==> src/rtl/led_trail_pwm.sv <==
// Comet-trail LED driver: one-hot position -> per-LED fading PWM.
// Ports: clk, rst (async high), enable, pos[7:0] in; led[7:0], pos_err out.
module led_trail_pwm #(
  parameter int PWM_W      = 4,
  parameter int DECAY_DIV  = 16,
  parameter int DECAY_STEP = 1
) (
  input  logic       clk,
  input  logic       rst,
  input  logic       enable,
  input  logic [7:0] pos,
  output logic [7:0] led,
  output logic       pos_err
);

  localparam int DW = $clog2(DECAY_DIV);
  localparam logic [PWM_W-1:0] MAX = '1;
  localparam logic [PWM_W:0] STEP = (PWM_W+1)'(DECAY_STEP);
  localparam logic [DW-1:0] DLAST = DW'(DECAY_DIV - 1);

  logic [PWM_W-1:0] r_pwm_cnt;
  logic [DW-1:0]    r_div_cnt;
  logic [PWM_W-1:0] r_bright [8];
  logic [7:0]       r_led;
  logic             r_pos_err;

  logic             w_tick;
  logic             w_onehot;
  logic [PWM_W:0]   w_ext [8];
  logic [PWM_W-1:0] w_dec [8];
  logic [7:0]       w_led;

  always_comb begin
    w_tick   = (r_div_cnt == DLAST);
    // x & (x-1) clears the lowest set bit; zero leftover means one bit
    w_onehot = (pos != 8'd0) &&
               ((pos & (pos - 8'd1)) == 8'd0);
    w_led    = '0;
    for (int i = 0; i < 8; i++) begin
      // one extra bit so the saturating subtract cannot wrap
      w_ext[i] = {1'b0, r_bright[i]};
      w_dec[i] = (w_ext[i] > STEP) ?
                 PWM_W'(w_ext[i] - STEP) : '0;
      w_led[i] = (r_bright[i] > r_pwm_cnt);
    end
  end

  always_ff @(posedge clk or posedge rst) begin
    if (rst) begin
      r_pwm_cnt <= '0;
      r_div_cnt <= '0;
      r_led     <= '0;
      r_pos_err <= 1'b0;
      for (int i = 0; i < 8; i++)
        r_bright[i] <= '0;
    end else if (enable) begin
      r_pwm_cnt <= r_pwm_cnt + PWM_W'(1);
      r_div_cnt <= w_tick ? '0 : r_div_cnt + DW'(1);
      r_led     <= w_led;
      r_pos_err <= ~w_onehot;
      // refresh beats decay; malformed words still refresh every set bit
      for (int i = 0; i < 8; i++) begin
        if (pos[i])
          r_bright[i] <= MAX;
        else if (w_tick)
          r_bright[i] <= w_dec[i];
      end
    end else begin
      // counters hold, trail is wiped
      r_led     <= '0;
      r_pos_err <= 1'b0;
      for (int i = 0; i < 8; i++)
        r_bright[i] <= '0;
    end
  end

  assign led     = r_led;
  assign pos_err = r_pos_err;

endmodule

==> config.mk <==
export PLATFORM = sky130hd
export DESIGN_NAME = led_trail_pwm
export DESIGN_NICKNAME = d
export VERILOG_FILES = /design/src/rtl/led_trail_pwm.sv
export SDC_FILE = /design/constraint.sdc
export NUM_CORES = 1
export LEC_CHECK = 0
export ABC_AREA = 1
export ABC_CLOCK_PERIOD_IN_PS = 1750
export CAP_MARGIN = 20
export CELL_PAD_IN_SITES_DETAIL_PLACEMENT = 1
export CELL_PAD_IN_SITES_GLOBAL_PLACEMENT = 2
export CORE_AREA = 2 2 98 100
export CTS_CLUSTER_DIAMETER = 200
export DETAILED_ROUTE_END_ITERATION = 8
export DIE_AREA = 0 0 100 102
export DONT_BUFFER_PORTS = 1
export PLACE_DENSITY_LB_ADDON = 0.15
export SETUP_SLACK_MARGIN = 0.5
export SYNTH_ARGS = -nofsm -noshare
export SYNTH_HDL_FRONTEND = slang
export SYNTH_SLANG_ARGS = --single-unit
==> constraint.sdc <==
create_clock -name clk -period 1.75 [get_ports clk]
set_input_delay 0.35 -clock clk [delete_from_list [all_inputs] [get_ports clk]]
set_output_delay 0.35 -clock clk [all_outputs]
set_load 0.03 [all_outputs]
======== Word level (Yosys, flattened, before mapping) ========
Cells that the tools add are included.
word-level totals
  word-level logic and storage cells ...... 81
  input port bits ......................... 11
  flip-flop bits (word level) ............. 49
  output and inout port bits .............. 9
operators by class
  equal/unequal tests ..................... 9
  $lt $le $gt $ge ......................... 16
  bitwise operators ....................... 2
  muxes and demuxes ....................... 28
  $add $sub $neg .......................... 11
  reductions and logical operators ........ 3
operator list
  operator             count
  $mux 4               25
  $gt 4x1->1 const B   8
  $gt 4x4->1           8
  $mux 32              1
  $sub 4x1->4 const B  8
  $ne 3x1->1 const B   8
  $add 4x1->4 const B  2
  $and 8x8->8          1
  $logic_not 8->1      1
  $mux 8               1
  $reduce_bool 8->1    1
  $sub 8x1->8 const B  1
  $eq 4x4->1 const B   1
  $logic_and 1x1->1    1
  $mux 1               1
  $not 1->1            1

======== Longest topological paths before layout ========
Gate-level depths: netlist (run 1).
  word-level depth ........................ 6
  mapped depth ............................ 8
  mapped depth without buffers ............ 8

======== Worst setup path after synthesis (run 1) ========
Ideal clock, no wire load.
  path type ............................... reg2reg
  from .................................... register r_div_cnt[0]
  to ...................................... register r_bright[20] (netlist bit)
  required time ........................... 1.674 ns
  stages on the path, launching flop included .. 8
  period minus slack after synthesis ...... 1.268 ns
  data arrival time ....................... 1.191 ns
  path buffers ............................ 1
  setup time .............................. 0.076 ns
  setup slack ............................. 0.482 ns
  cells stage by stage .................... dfrtp_1 > ha_1 > nand3_4 > nand2_2 > inv_2 > buf_6 > nand2_1 > o21ai_1
between the ends
  longest elaborated chain between the ends .. 2
RTL lines
  element                        RTL line  RTL
  start, declared                22        logic [DW-1:0] r_div_cnt;
  start signal, assigned         58        r_div_cnt <= w_tick ? '0 : r_div_cnt + DW'(1);
  $eq 4x4->1                     34        w_tick = (r_div_cnt == DLAST);
  $ne 3x1->1 (no line)           n/a
  end signal, assigned by index  66        r_bright[i] <= w_dec[i];
  end, declared                  23        logic [PWM_W-1:0] r_bright [8];
No other way between the ends.
A chain may end at the register's enable or synchronous reset.

======== Worst setup path in the final report (run 1) ========
  from .................................... register r_pwm_cnt[1]
  to ...................................... register r_led[7], in the netlist led[7]
between the ends
  longest elaborated chain between the ends .. 2
RTL lines
  element                 RTL line  RTL
  start, declared         21        logic [PWM_W-1:0] r_pwm_cnt;
  start signal, assigned  57        r_pwm_cnt <= r_pwm_cnt + PWM_W'(1);
  $gt 4x4->1              44        w_led[i] = (r_bright[i] > r_pwm_cnt);
  $mux 8                  56        end else if (enable) begin
  end signal, assigned    59        r_led <= w_led;
  end, declared           24        logic [7:0] r_led;
No other way between the ends.

==> impl_metrics.ini, run 1 <==
[outcome]
status = finished, final reports clean

[logic_synthesis]
synth.distinct_cells = 20
syn_area_per_cell_sq_um = 7.582
yosysSeqAreaShare = 0.3586
synth_nets = 512
syn_inst = 451
ys.warnings.count = 0
synth_seq_cells = 49
synth_area_sq_mm = 0.003420

[route]
drt_pre_antenna_iters = 4
drtIter0Drc = 88
wirelength_um = 9811
post_drt_wl_per_cell_um = 16.38
vias = 3155
viasPerCell = 5.267
drc = 0
antenna_left = 0

[floorplanning]
dieArea_sq_mm = 0.01020
start_util = 0.3754
fp.dieW_um = 100
core_area_sq_mm = 0.009109
ioPinCount = 20
row_count = 35
die_height_um = 102

[timing]
finalSetupTns_ns = 0
period_minus_slack_ns = 1.383
timing.slew.headroom = 0.6795
max_clock_freq_mhz = 723.1
worst_pin_slew_ns = 0.4797
hold_violations = 0
setup_ws_ns = 0.3671
rsz0062_at_grt = true
fin_crit_sh = 0.7902
report.final.slew_viol_count = 0
whs_ns = 0.1216
finalSetupViolCount = 0
clock_skew_ns = 0.005997

[global_route]
grt_pass1_wl_um = 16170
grt_max_degree = 33
grt_pass1_vias = 3270
grt_use_total = 0.2016
antenna_found_initial = 0
overflow = 0

[critical_path]
cpPeakStageDelay_ns = 0.41
cp-end-kind = register
startpoint_type = register
cp_max_fo = 4
crit_path_top_delay_cell = dfrtp_1
required_ns = 1.95
cp_cell_sequence = clkinvlp_4 > buf_6 > ha_4 > nand2_1 > o21ai_0 > a21oi_1
crit_type = reg -> reg
crit_arrival_ns = 1.58

[pwr]
p_leak_nw = 2.159
clockPowerShare = 0.177
power_per_cell_area_mw_per_mm2 = 1266
power_frac_comb = 0.510
p_switching_mw = 2.355
p_int_mw = 3.202
switching_share = 0.4238
ir_worst_vdd_mv = 0.5191
p_seq_frac = 0.313

[layout]
final_cell_mix = nand2_1 (82), inv_1 (53), dfrtp_1 (48), o21ai_1 (39), ha_1 (37)
diodes = 0
final_nets = 548
drive_gt1_frac = 0.2295
area_growth_pct = 28.39
final_common_cell = nand2_1
instances_no_fill = 599

[job]
maxCapViolCount = 0

[place]
place_congestion = 0.7825
place_hpwl_um = 6681
dp_cells = 565
pre_cts_ws_ns = 0.1681
port_buffers = 0

[hold_path]
hold_path_class = in -> reg

[clock_tree]
cts_tree = done
cts_root_buf = clkbuf_8
cts.sink_count = 49
htree_levels = 2
cts_buffers = 5
clockBufferDepth = 2
path_clk_slew_ns = 0.10
clock_latency_ns = 0.31
Yosys cell counts:
cell	number	area (sq um)
o22ai_1	4	25.02
clkbuf_8	1	13.76
inv_2	2	7.510
nand3_4	1	17.52
buf_2	1	5.000
o21ai_2	1	8.760
inv_1	71	266.5
a21oi_2	1	8.760
buf_6	1	11.26
nor2_1	41	153.9
dfrtp_1	49	1226
nand2_2	1	6.260
xor2_1	3	26.28
ha_1	50	625.6
nand2_1	90	337.8
o21ai_0	57	285.3
nand3_1	29	145.1
nand4_1	7	43.79
o21ai_1	10	50.05
a21oi_1	31	155.2
worst paths after layout:
path | from | to | slack [ns] | cells after the start
worst max-delay path | r_pwm_cnt[1] | led[7] | 0.37 | 6
worst min-delay path | enable | r_pwm_cnt[0] | 0.12 | 1
worst max register to register | r_pwm_cnt[1] | led[7] | 0.37 | 6
worst min register to register | r_div_cnt[3] | r_div_cnt[3] | 0.57 | 1
max in group asynchronous | rst | r_pwm_cnt[0] | 0.68 | 3
min in group asynchronous | rst | led[4] | 0.54 | 2
kinds of logic (layout without fill, tap and decap cells):
family                     Yosys count  after routing  share of synthesized area
AOI/OAI and AO/OA                  104            104                     0.1559
xor gates and xnor gates             3              3                   0.007685
adders and majority gates           50             50                     0.1829
buffers and inverters               76            113                    0.08891
DFF                                 49             49                     0.3586
and+or+nand+nor                    169            169                     0.2060
flip-flops by register name, summed over array words and instances, names as in the netlist:
signal,cells
r_bright,32
led,8
r_div_cnt,4
r_pwm_cnt,4
pos_err,1
through the flow:
| stage | utilization | instance area [sq um] | total power [mW] |
|---|---|---|---|
| floorplan | - | 3426 | 3.112 |
| global placement | 0.3944 | 3592 | 3.600 |
| detailed placement | 0.3944 | 3592 | 3.732 |
| CTS | 0.4632 | 4219 | 5.273 |
| global route | 0.4820 | 4390 | 6.025 |
| finish | 0.4820 | 4390 | 5.556 |
critical path: cells and delay by family, from the launching register on:
family	cells	cell delay (ns)
buffers and inverters	2	0.30
DFF	1	0.41
and+or+nand+nor	1	0.05
adders and majority gates	1	0.26
AOI/OAI and AO/OA	2	0.26
power by group through the flow:
stage	sequential [mW]	clock, mW	combinational, mW
after floorplan	1.71	0	1.40
after global placement	1.79	0	1.81
after detailed placement	1.80	0	1.93
after CTS	1.77	0.997	2.50
after global routing	1.78	1.03	3.21
final	1.74	0.985	2.83
final cells by class:
class,count,area (sq um)
Clock buffer,5,68.82
Fill cell,1108,4718
Timing Repair inverter,1,11.26
Sequential cell,49,1227
Tap cell,111,138.9
Clock inverter,3,65.06
Inverter,73,315.3
Multi-Input combinational cell,326,2260
Timing Repair Buffer,31,304.0
routing by layer:
layer | vias up | track usage | share of wire
li1 | 1560 | - | -
met5 | - | 0 | 0
met3 | 11 | 0.03010 | 0.022
met2 | 34 | 0.3649 | 0.51
met4 | 0 | 0.03899 | 0.013
met1 | 1550 | 0.2583 | 0.45
repair_timing:
item / 4_1_cts / 5_1_grt
gates cloned: 1 / 0
pin swaps: 33 / 26
endpoints found under the hold margin: 17 / 0
resized for setup: 99 / 41
buffers inserted: 19 / 5
hold buffers: 1 / 0
endpoints found under the setup margin: 43 / 43
Note: power is estimated with default switching activity, not from simulation.
==> inputs of run 2 (changes only) <==
Settings changed: ABC_AREA 1 to 0, ABC_CLOCK_PERIOD_IN_PS 1750 to 1300, CORE_AREA 2 2 98 100 to 2 2 94 96, DIE_AREA 0 0 100 102 to 0 0 96 98.
Clock period 1.75 ns to 1.3 ns, I/O delays scaled along.
==> run 2 against run 1 <==
Against the previous run:
- final cell count is 11% lower
- synthesized area is 2.5% lower
- critical path type unchanged
- clock skew is 0.0025 ns higher
- non-clock buffer count is 56 higher
- flip-flop and latch count stayed put
- hold slack worse by 0.10 ns
- setup slack worse by 0.60 ns
- the flow now finishes with violations (negative setup slack)
==> impl_metrics.ini, run 2 <==
[logic_synthesis]
synth_area_sq_mm = 0.003334
synth_commonest_cells = ha_1 (50), dfrtp_1 (49), inv_1 (37)
synth_area_leader_cell = dfrtp_1
syn_inst = 342
ys_async_sr_fraction = 1.000
syn_area_per_cell_sq_um = 9.750
post-synth-top-count-cell = ha_1
synth_seq_cells = 49
ys.flop_type = dfrtp_1
synth_edf_count = 0
synth.distinct_cells = 33
ys.warnings.count = 0
synth.area.top_cells = dfrtp_1 (37%), ha_1 (19%), a21oi_1 (4.7%), nor4_4 (4.5%), inv_1 (4.2%)
yosysSeqAreaShare = 0.3677
synth_top_area_frac = 0.3677
synth_nets = 403

[place]
dp_cells = 505
place_hpwl_um = 7010
port_buffers = 0
pre_cts_ws_ns = -0.2780
place_congestion = 0.7560

[pwr]
p_switching_mw = 3.167
clockPowerShare = 0.170
power_per_cell_area_mw_per_mm2 = 1597
p_int_mw = 4.830
switching_share = 0.3960
p_leak_nw = 2.139
power_frac_comb = 0.521
p_seq_frac = 0.310
p_total_mw = 7.997
ir_worst_vdd_mv = 0.5779

[route]
wirelength_um = 11080
vias = 2971
drc = 0
drtIter0Drc = 104
drt_pre_antenna_iters = 4
post_drt_wl_per_cell_um = 20.75
viasPerCell = 5.564
antenna_left = 0

[clock_tree]
clockBufferDepth = 2
htree_levels = 2
cts.sink_count = 49
clock_latency_ns = 0.32
cts_root_buf = clkbuf_8
path_clk_slew_ns = 0.10
cts_tree = done
cts_buffers = 5

[floorplanning]
die_height_um = 98
start_util = 0.3939
dieArea_sq_mm = 0.009408
core_area_sq_mm = 0.008466
fp.dieW_um = 96
row_count = 34
ioPinCount = 20

[global_route]
grt_pass1_wl_um = 17410
grt_max_degree = 27
overflow = 0
grt_pass1_vias = 3243
antenna_found_initial = 0
grt_use_total = 0.2447

[layout]
fillers = 899
final_cell_mix = buf_4 (63), ha_1 (38), dfrtp_1 (37), inv_1 (32), nor2_1 (17)
instances_no_fill = 534
largest_register_ffs = 32
diodes = 0
final_nets = 486
largest-register = r_bright
area_growth_pct = 50.17
multi_input_area_sq_mm = 0.002449
final_common_cell = buf_4
regArea_sq_mm = 0.001244
drive_gt1_frac = 0.4789

[timing]
rsz0062_at_grt = true
whs_ns = 0.02004
max_clock_freq_mhz = 652.5
hold_violations = 0
setup_ws_ns = -0.2325
finalSetupViolCount = 41
finalSetupTns_ns = -6.307
clock_skew_ns = 0.008478
fin_crit_sh = 1.179
worst_pin_slew_ns = 0.3426
period_minus_slack_ns = 1.533
timing.slew.headroom = 0.7698
report.final.slew_viol_count = 0

[outcome]
violations = negative setup slack
status = finished, violations left

[hold_path]
hold_depth = 1
hold_end = r_pwm_cnt[1]
holdCritStartpoint = enable
hold_path_class = in -> reg

[critical_path]
crit_type = reg -> reg
r2r_start = r_div_cnt[0]
crit_arrival_ns = 1.78
required_ns = 1.55
cp_max_fo = 6
cp-end-kind = register
rr_endpoint = r_bright[1]
ff2ff_path_depth = 6
startpoint_type = register
rrSetupSlack_ns = -0.23

[job]
maxCapViolCount = 0
==> run 2: per-stage QoR <==
step,area (sq um),util
2_1_floorplan,3577,-
3_3_place_gp,4175,0.4932
3_5_place_dp,4175,0.4932
4_1_cts,4765,0.5628
5_1_grt,5007,0.5915
6_report,5007,0.5915
==> run 2: worst max-delay path, cell delays in order (launching register included) <==
cell     delay [ns]
dfrtp_1        0.40
ha_4           0.18
and3_4         0.26
buf_12         0.17
o31ai_1        0.10
o221a_2        0.25
nor2_1         0.09
==> run 2: cell families (layout without fill, tap and decap cells) <==
family | after synthesis | count (layout) | synth area share
AO/OA/AOI/OAI | 95 | 95 | 0.1929
AND/OR/NAND/NOR | 90 | 90 | 0.1651
flip-flops | 49 | 49 | 0.3677
buffers and inverters | 49 | 133 | 0.06078
adder cells (fa/ha/maj) | 51 | 51 | 0.1906
multiplexers | 3 | 3 | 0.009756
XOR/XNOR | 5 | 5 | 0.01313
==> run 2: worst max path at each step <==
stage | from | endpoint | slack (ns) | depth (start not counted)
after detailed placement | r_div_cnt[1] | r_bright[3] | -0.28 | 6
after global placement | r_bright[25] | r_bright[25] | -0.18 | 6
final | r_div_cnt[0] | r_bright[1] | -0.23 | 6
after floorplan | r_div_cnt[0] | r_div_cnt[0] | -0.1 | 6
after CTS | r_div_cnt[0] | r_bright[3] | -0.24 | 6
after global routing | r_div_cnt[0] | r_bright[3] | -0.31 | 6
==> run 2: cell type report <==
cell class	instances	share of cell area
Multi-Input combinational cell	244	0.4890
Sequential cell	49	0.2484
Timing Repair Buffer	87	0.1754
Timing Repair inverter	1	0.003248
Inverter	37	0.03023
Tap cell	108	0.02699
Clock buffer	5	0.01374
Clock inverter	3	0.01299
==> run 2: power by group through the flow <==
stage               Combinational (mW)  Sequential (mW)  Clock, mW
floorplan                         1.88             2.37          0
global placement                  2.86             2.41          0
detailed placement                3.07             2.43          0
CTS                               3.70             2.48       1.37
global route                      4.58             2.52       1.44
finish                            4.17             2.48       1.36
==> run 2: layer usage <==
layer  part of all wire  GRT usage  vias up
li1                   -          -     1403
met1               0.42     0.2990     1505
met2               0.53     0.4418       40
met3              0.022    0.03858       23
met4              0.026    0.05824        0
met5                  0          0        -
==> run 2: timing repair <==
item | 4_1_cts | 5_1_grt
setup endpoints to repair | 58 | 89
gates cloned | 3 | 1
pin swaps | 29 | 22
endpoints found under the hold margin | 49 | 1
buffers inserted | 12 | 3
gates resized for setup | 63 | 41
hold buffers | 1 | 1
